`src/rtl/fnd_pkg.sv`:
```
// ---------------------------------------------------------------------------
// fnd_pkg
// Shared constants for the Basys3 7-segment scan path:
//   - bit positions/widths of the packed 24-bit time word
//     ([23:19] hour, [18:13] min, [12:7] sec, [6:0] msec)
//   - active-low segment codes for 0..9 (bit order g..a) plus a blank code
//   - decimal-point blink threshold in centiseconds
//   - helper that merges segments and decimal point into one display byte
// ---------------------------------------------------------------------------
package fnd_pkg;

    localparam int HOUR_LSB = 19;
    localparam int HOUR_W   = 5;
    localparam int MIN_LSB  = 13;
    localparam int MIN_W    = 6;
    localparam int SEC_LSB  = 7;
    localparam int SEC_W    = 6;
    localparam int MSEC_LSB = 0;
    localparam int MSEC_W   = 7;

    localparam logic [6:0] SEG_0     = 7'h40;
    localparam logic [6:0] SEG_1     = 7'h79;
    localparam logic [6:0] SEG_2     = 7'h24;
    localparam logic [6:0] SEG_3     = 7'h30;
    localparam logic [6:0] SEG_4     = 7'h19;
    localparam logic [6:0] SEG_5     = 7'h12;
    localparam logic [6:0] SEG_6     = 7'h02;
    localparam logic [6:0] SEG_7     = 7'h78;
    localparam logic [6:0] SEG_8     = 7'h00;
    localparam logic [6:0] SEG_9     = 7'h10;
    localparam logic [6:0] SEG_BLANK = 7'h7F;

    // Below this many centiseconds the dp is lit, so it blinks once a second
    localparam int DP_BLINK_THRESH = 50;

    // Both segments and dp are active-low on the board
    function automatic logic [7:0] fnd_pack_byte(input logic [6:0] seg,
                                                 input logic       dp_lit);
        return {~dp_lit, seg};
    endfunction

endpackage

```
`src/rtl/fnd_seg_decoder.sv`:
```
// ---------------------------------------------------------------------------
// fnd_seg_decoder
// Purely combinational BCD digit to 7-segment decoder (active-low, g..a).
// Ports:
//   digit : 4-bit digit value; anything above 9 comes out blank
//   seg   : 7-bit active-low segment pattern
// ---------------------------------------------------------------------------
module fnd_seg_decoder
    import fnd_pkg::*;
(
    input  logic [3:0] digit,
    output logic [6:0] seg
);

    // Out-of-range digits (from corrupt time fields) show nothing rather
    // than a misleading glyph
    always_comb begin
        seg = SEG_BLANK;
        case (digit)
            4'd0:    seg = SEG_0;
            4'd1:    seg = SEG_1;
            4'd2:    seg = SEG_2;
            4'd3:    seg = SEG_3;
            4'd4:    seg = SEG_4;
            4'd5:    seg = SEG_5;
            4'd6:    seg = SEG_6;
            4'd7:    seg = SEG_7;
            4'd8:    seg = SEG_8;
            4'd9:    seg = SEG_9;
            default: seg = SEG_BLANK;
        endcase
    end

endmodule

```
`src/rtl/fnd_scan_controller.sv`:
```
// ---------------------------------------------------------------------------
// fnd_scan_controller
// Drives the Basys3 4-digit common-anode display from the packed time word.
// Digits are scanned right to left, each held for CLK_HZ/SCAN_HZ cycles
// (must be at least 2). A whole frame is drawn from one snapshot of the
// input taken as the scan wraps back to the rightmost digit, so a frame
// never mixes values from before and after a counter rollover.
// Ports:
//   clk      : system clock, rising edge
//   rst      : synchronous active-high reset, blanks the display
//   fnd_time : packed time {hour[4:0], min[5:0], sec[5:0], msec[6:0]}
//   sw_mode  : 0 shows sec.msec, 1 shows hour.min
//   fnd_com  : active-low digit enables, bit0 = rightmost digit
//   fnd_data : active-low segments, [7] = dp, [6:0] = g..a
// ---------------------------------------------------------------------------
module fnd_scan_controller
    import fnd_pkg::*;
#(
    parameter int CLK_HZ  = 100_000_000,
    parameter int SCAN_HZ = 1_000
) (
    input  logic        clk,
    input  logic        rst,
    input  logic [23:0] fnd_time,
    input  logic        sw_mode,
    output logic [3:0]  fnd_com,
    output logic [7:0]  fnd_data
);

    localparam int DIV   = CLK_HZ / SCAN_HZ;
    localparam int CNT_W = $clog2(DIV);

    logic [CNT_W-1:0] tick_cnt_q, tick_cnt_d;
    logic [1:0]       digit_sel_q, digit_sel_d;
    logic [23:0]      snap_time_q, snap_time_d;
    logic             snap_mode_q, snap_mode_d;
    logic [3:0]       fnd_com_q, fnd_com_d;
    logic [7:0]       fnd_data_q, fnd_data_d;

    logic             tick;
    logic             snap_load;
    logic [HOUR_W-1:0] hour;
    logic [MIN_W-1:0]  min;
    logic [SEC_W-1:0]  sec;
    logic [MSEC_W-1:0] msec;
    logic [3:0]       digit_val;
    logic             dp_lit;
    logic [6:0]       seg;

    // Dwell timer, digit pointer and frame snapshot. The snapshot is loaded
    // on the same edge that wraps the pointer to digit 0, so the new frame
    // starts with fresh data and stays frozen until the next wrap.
    always_comb begin
        tick        = (tick_cnt_q == CNT_W'(DIV - 1));
        tick_cnt_d  = tick ? '0 : tick_cnt_q + CNT_W'(1);
        digit_sel_d = tick ? digit_sel_q + 2'd1 : digit_sel_q;
        snap_load   = tick && (digit_sel_q == 2'd3);
        snap_time_d = snap_load ? fnd_time : snap_time_q;
        snap_mode_d = snap_load ? sw_mode  : snap_mode_q;
    end

    // Split the snapshot into decimal digits for the digit being scanned
    always_comb begin
        hour      = snap_time_q[HOUR_LSB +: HOUR_W];
        min       = snap_time_q[MIN_LSB  +: MIN_W];
        sec       = snap_time_q[SEC_LSB  +: SEC_W];
        msec      = snap_time_q[MSEC_LSB +: MSEC_W];
        digit_val = 4'd0;
        if (snap_mode_q) begin
            case (digit_sel_q)
                2'd0:    digit_val = 4'(min  % 6'd10);
                2'd1:    digit_val = 4'(min  / 6'd10);
                2'd2:    digit_val = 4'(hour % 5'd10);
                default: digit_val = 4'(hour / 5'd10);
            endcase
        end else begin
            case (digit_sel_q)
                2'd0:    digit_val = 4'(msec % 7'd10);
                2'd1:    digit_val = 4'(msec / 7'd10);
                2'd2:    digit_val = 4'(sec  % 6'd10);
                default: digit_val = 4'(sec  / 6'd10);
            endcase
        end
        // The dp separates the two displayed fields; in sec.msec mode it
        // blinks with the half-second
        dp_lit = (digit_sel_q == 2'd2) &&
                 (snap_mode_q || (msec < MSEC_W'(DP_BLINK_THRESH)));
    end

    fnd_seg_decoder u_seg_decoder (
        .digit (digit_val),
        .seg   (seg)
    );

    // Registered drive to the pins keeps digit enable and segments aligned
    always_comb begin
        fnd_com_d  = ~(4'b0001 << digit_sel_q);
        fnd_data_d = fnd_pack_byte(seg, dp_lit);
    end

    // State and output registers; reset blanks the display and restarts
    // the scan at digit 0 with an all-zero snapshot
    always_ff @(posedge clk) begin
        if (rst) begin
            tick_cnt_q  <= '0;
            digit_sel_q <= 2'd0;
            snap_time_q <= 24'd0;
            snap_mode_q <= 1'b0;
            fnd_com_q   <= 4'b1111;
            fnd_data_q  <= 8'hFF;
        end else begin
            tick_cnt_q  <= tick_cnt_d;
            digit_sel_q <= digit_sel_d;
            snap_time_q <= snap_time_d;
            snap_mode_q <= snap_mode_d;
            fnd_com_q   <= fnd_com_d;
            fnd_data_q  <= fnd_data_d;
        end
    end

    assign fnd_com  = fnd_com_q;
    assign fnd_data = fnd_data_q;

endmodule

```
`config.mk`:
```
export PLATFORM = sky130hd
export DESIGN_NAME = fnd_scan_controller
export DESIGN_NICKNAME = d
export VERILOG_FILES = /design/src/rtl/fnd_pkg.sv /design/src/rtl/fnd_seg_decoder.sv /design/src/rtl/fnd_scan_controller.sv
export SDC_FILE = /design/constraint.sdc
export NUM_CORES = 1
export LEC_CHECK = 0
export ABC_AREA = 1
export BUFFER_PORTS_ARGS = -buffer_cell sky130_fd_sc_hd__buf_2
export CAP_MARGIN = 20
export CORE_MARGIN = 2
export CORE_UTILIZATION = 50
export CTS_BUF_LIST = sky130_fd_sc_hd__clkbuf_4
export CTS_CLUSTER_SIZE = 30
export DETAILED_ROUTE_END_ITERATION = 12
export GPL_ROUTABILITY_DRIVEN = 0
export PLACE_DENSITY = 0.7
export SETUP_SLACK_MARGIN = 0.5
export SLEW_MARGIN = 10
export SYNTH_ARGS = -nofsm -noshare
export SYNTH_HDL_FRONTEND = slang
export SYNTH_SLANG_ARGS = --single-unit
export TNS_END_PERCENT = 20
```
`constraint.sdc`:
```
create_clock -name clk -period 5.35 [get_ports clk]
set_input_delay 1.07 -clock clk [delete_from_list [all_inputs] [get_ports clk]]
set_output_delay 1.07 -clock clk [all_outputs]
set_load 0.03 [all_outputs]
```
==> summary.md <==
| Metric | Value |
|---|---|
| Die W | 90.0 µm |
| Worst-path cell chain | inv_1, ha_1, buf_4, inv_2, o21ai_1, ha_1, nor3_1, a21oi_2, nand2_1, nand2_2, xor2_2, nand2_1, nand2_1, nand2_2, nand2_1, nand2_1, nand2_1, nand2_1, nand2_2, inv_1, ha_1, nand3b_1, nand3_1, nand2_1 |
| WHS | 0.458 ns |
| Ports | 39 |
| Critical path class | reg -> reg |
| Synth Area in Adders | 0.0610 |
| Sequential area share after synthesis | 0.303 |
| Vert. Die Dim | 90.0 µm |
| Clock skew | 0.0126 ns |
| Sink Count | 56 |
| Vias per inst | 5.09 |
| Input/output buffers | 38 |
| Cell taking the most area after synthesis | dfxtp_1 |
| Crit-path slowest cell | ha_1 |
| Worst r2r dst | fnd_data[3]$_SDFF_PP1_ |
| Crit path launch type | flop |
| Root Driver | clkbuf_4 |
| DR iter-0 viols | 132 |
| Share of the synthesized area in the top cell type | 0.303 |
| Hold Path Stages | 1 |
| Total grt overflow | 0 |
| Worst slew pin tran | 0.744 ns |
| Max_cap viols | 0 |
| Worst reg2reg startpoint | digit_sel_q[0]$_SDFFE_PP0P_ |
| Area of the die | 8090 µm² |
| Ys Warns | 0 |
| Critical path required time | 5.63 ns |
| DRT Pass-1 Iters | 4 |
| FF+latch count, synth | 56 |
| Max incr delay on CP | 0.65 ns |
| DRC viols | 0 |
| Simple-gate share of the synthesized area | 0.408 |
| Vias | 3372 |
| Largest net degree at the start of global routing | 30 |
| Post-CTS setup buffer count | 0 |
| Critical Path AT | 4.41 ns |
| H-tree level count | 2 |
| Post-Route WL | 7770 µm |
| WHS Endpoint | tick_cnt_q[0]$_SDFF_PP0_ |
| FMAX | 243 MHz |
| Crit share post-route | 0.771 |
| Outcome | finished clean |
| Most frequent CP cell | nand2_1 |
| Core area | 7210 µm² |
| Initial core utilization | 0.512 |
| Post_cts resized | 0 |
| CTS clk-pin slew, worst paths | 0.15 ns |
| Max_slew headroom | 0.504 |
| Final Hold Fails | 0 |
| Diode count | 0 |
| Mapped cell area | 3690 µm² |
| Final min period | 4.12 ns |
| Post-DRT Antenna Nets | 0 |
| Peak VDD IR | 105 µV |
| R2r worst-path depth | 24 |
| Final setup viols | 0 |
| Antenna violations before repair | 0 |
| Largest family of logic cells by synthesized area | simple AND/OR/NAND/NOR gates |
| Compound-Gate Fraction of Synth Area | 0.110 |
| Share of cells above drive strength 1 | 0.185 |
| Post-CTS Hold Fix Bufs | 0 |
| Avg Synthesized Cell Area | 6.95 µm² |
| TritonCTS buffer count | 5 |
| Top post-synthesis cells by area | dfxtp_1 30%, nand2_1 11%, nor3_1 7.9% |
| Leakage | 1.70 nW |
| Flop-to-flop setup slack | 1.23 ns |
| DR WL/cell | 11.7 µm |
| Synthesized Nets | 577 |
| Path type of the worst min-delay path | reg -> reg |
| Global-route usage over all layers | 0.198 |
| Syn Inst Count | 532 |
| Fin nets | 608 |
| Critical path's top delay family | simple AND/OR/NAND/NOR gates |
| Crit. End Element | flop |
| Num rows | 31 |
| Vias in the first global route | 3171 |
| Synth Area in XOR/XNOR | 0.0257 |
| Dpl hpwl | 6160 µm |
| CP Max Fanout | 14 |
| Multiplexer share of the synthesized area | 0 |
| Commonest non-fill, non-tap cell in the layout | nand2_1 |
| Critical hold path startpoint | tick_cnt_q[0]$_SDFF_PP0_ |
| Global-route wire length before repair | 13700 µm |
| PwrDens | 181 nW/µm² |
| Number of distinct library cells after synthesis | 43 |
| Layout area overhead | 9.14% |
| Clock tree buffer depth | 2 |
| Max-slew violation count | 0 |
| Clock network latency to the later pin of the worst-skew pair | 0.38 ns |
| Fin Setup TNS | 0 ns |
| CTS tree | built |
| Most frequent cells in the layout | 109 x nand2_1, 58 x nor3_1, 56 x dfxtp_1 |
| CP Buf/Inv Count | 4 |
| RSZ-0062 raised after global routing | no |
==> through the flow <==
stage	cells	setup WS, ns	cell area [µm²]	power, W	util
floorplan	532	2.10	3690	0.000448	-
global placement	655	1.40	3940	0.000462	0.545
detailed placement	655	1.26	3940	0.000463	0.545
CTS	662	1.23	4030	0.000732	0.559
global route	662	0.808	4030	0.000750	0.559
finish	662	1.23	4030	0.000728	0.559
==> cell families after synthesis <==
kind of cell | count (synthesis)
AO/OA/AOI/OAI | 57
XOR/XNOR | 10
adder cells (fa/ha/maj) | 18
buffers and inverters | 81
flip-flops | 56
AND/OR/NAND/NOR | 310
==> synthesized netlist by cell type, drive strengths merged <==
master	instances
a21boi	1
a21oi	17
a311oi	1
a31oi	2
buf	5
clkbuf	12
clkinv	2
dfxtp	56
ha	18
inv	62
nand2	128
nand3	41
nand3b	5
nand4	12
nor2	58
nor3	59
nor3b	4
nor4	2
o2111ai	1
o211ai	2
o21a	1
o21ai	30
o21bai	2
or2	1
xor2	10
==> layer usage <==
| layer | part of all wire | wire (µm) | vias to the layer above | global-route usage |
|---|---|---|---|---|
| met1 | 0.46 | 3580 | 1518 | 0.245 |
| met3 | 0.030 | 231 | 7 | 0.0293 |
| li1 | - | - | 1809 | - |
| met2 | 0.50 | 3880 | 38 | 0.367 |
| met5 | 0 | 0 | - | 0 |
| met4 | 0.0088 | 68 | 0 | 0.0397 |
==> report_power, final <==
group / leakage [nW] / switching, W / total, W / internal (W)
logic: 1.19 / 0.0000186 / 0.0000298 / 0.0000112
clock network: 0.0513 / 0.000131 / 0.000274 / 0.000143
registers: 0.454 / 0.00000168 / 0.000424 / 0.000422
==> sequential cells by signal, indices dropped and copies added, names as in the netlist <==
register	flops
fnd_com	4
fnd_data	8
snap_mode_q	1
snap_time_q	24
digit_sel_q	2
tick_cnt_q	17
==> layout make-up <==
class / instances / area [µm²]
timing repair buffer: 41 / 213
inverter: 64 / 240
clock buffer: 5 / 37.5
multi-input combinational: 395 / 2240
clock inverter: 2 / 60.1
fill: 723 / 3180
sequential: 56 / 1120
tap: 99 / 124
==> how the worst max path moves through the flow <==
| stage | startpoint | end | cells after the start |
|---|---|---|---|
| detailed placement | digit_sel_q[0]$_SDFFE_PP0P_ | fnd_data[3]$_SDFF_PP1_ | 24 |
| CTS | digit_sel_q[0]$_SDFFE_PP0P_ | fnd_data[3]$_SDFF_PP1_ | 24 |
| global route | digit_sel_q[0]$_SDFFE_PP0P_ | fnd_data[3]$_SDFF_PP1_ | 24 |
| floorplan | digit_sel_q[0]$_SDFFE_PP0P_ | fnd_data[3]$_SDFF_PP1_ | 29 |
| finish | digit_sel_q[0]$_SDFFE_PP0P_ | fnd_data[3]$_SDFF_PP1_ | 24 |
| global placement | digit_sel_q[0]$_SDFFE_PP0P_ | fnd_data[3]$_SDFF_PP1_ | 24 |
Power figures use the tool's default switching activity.
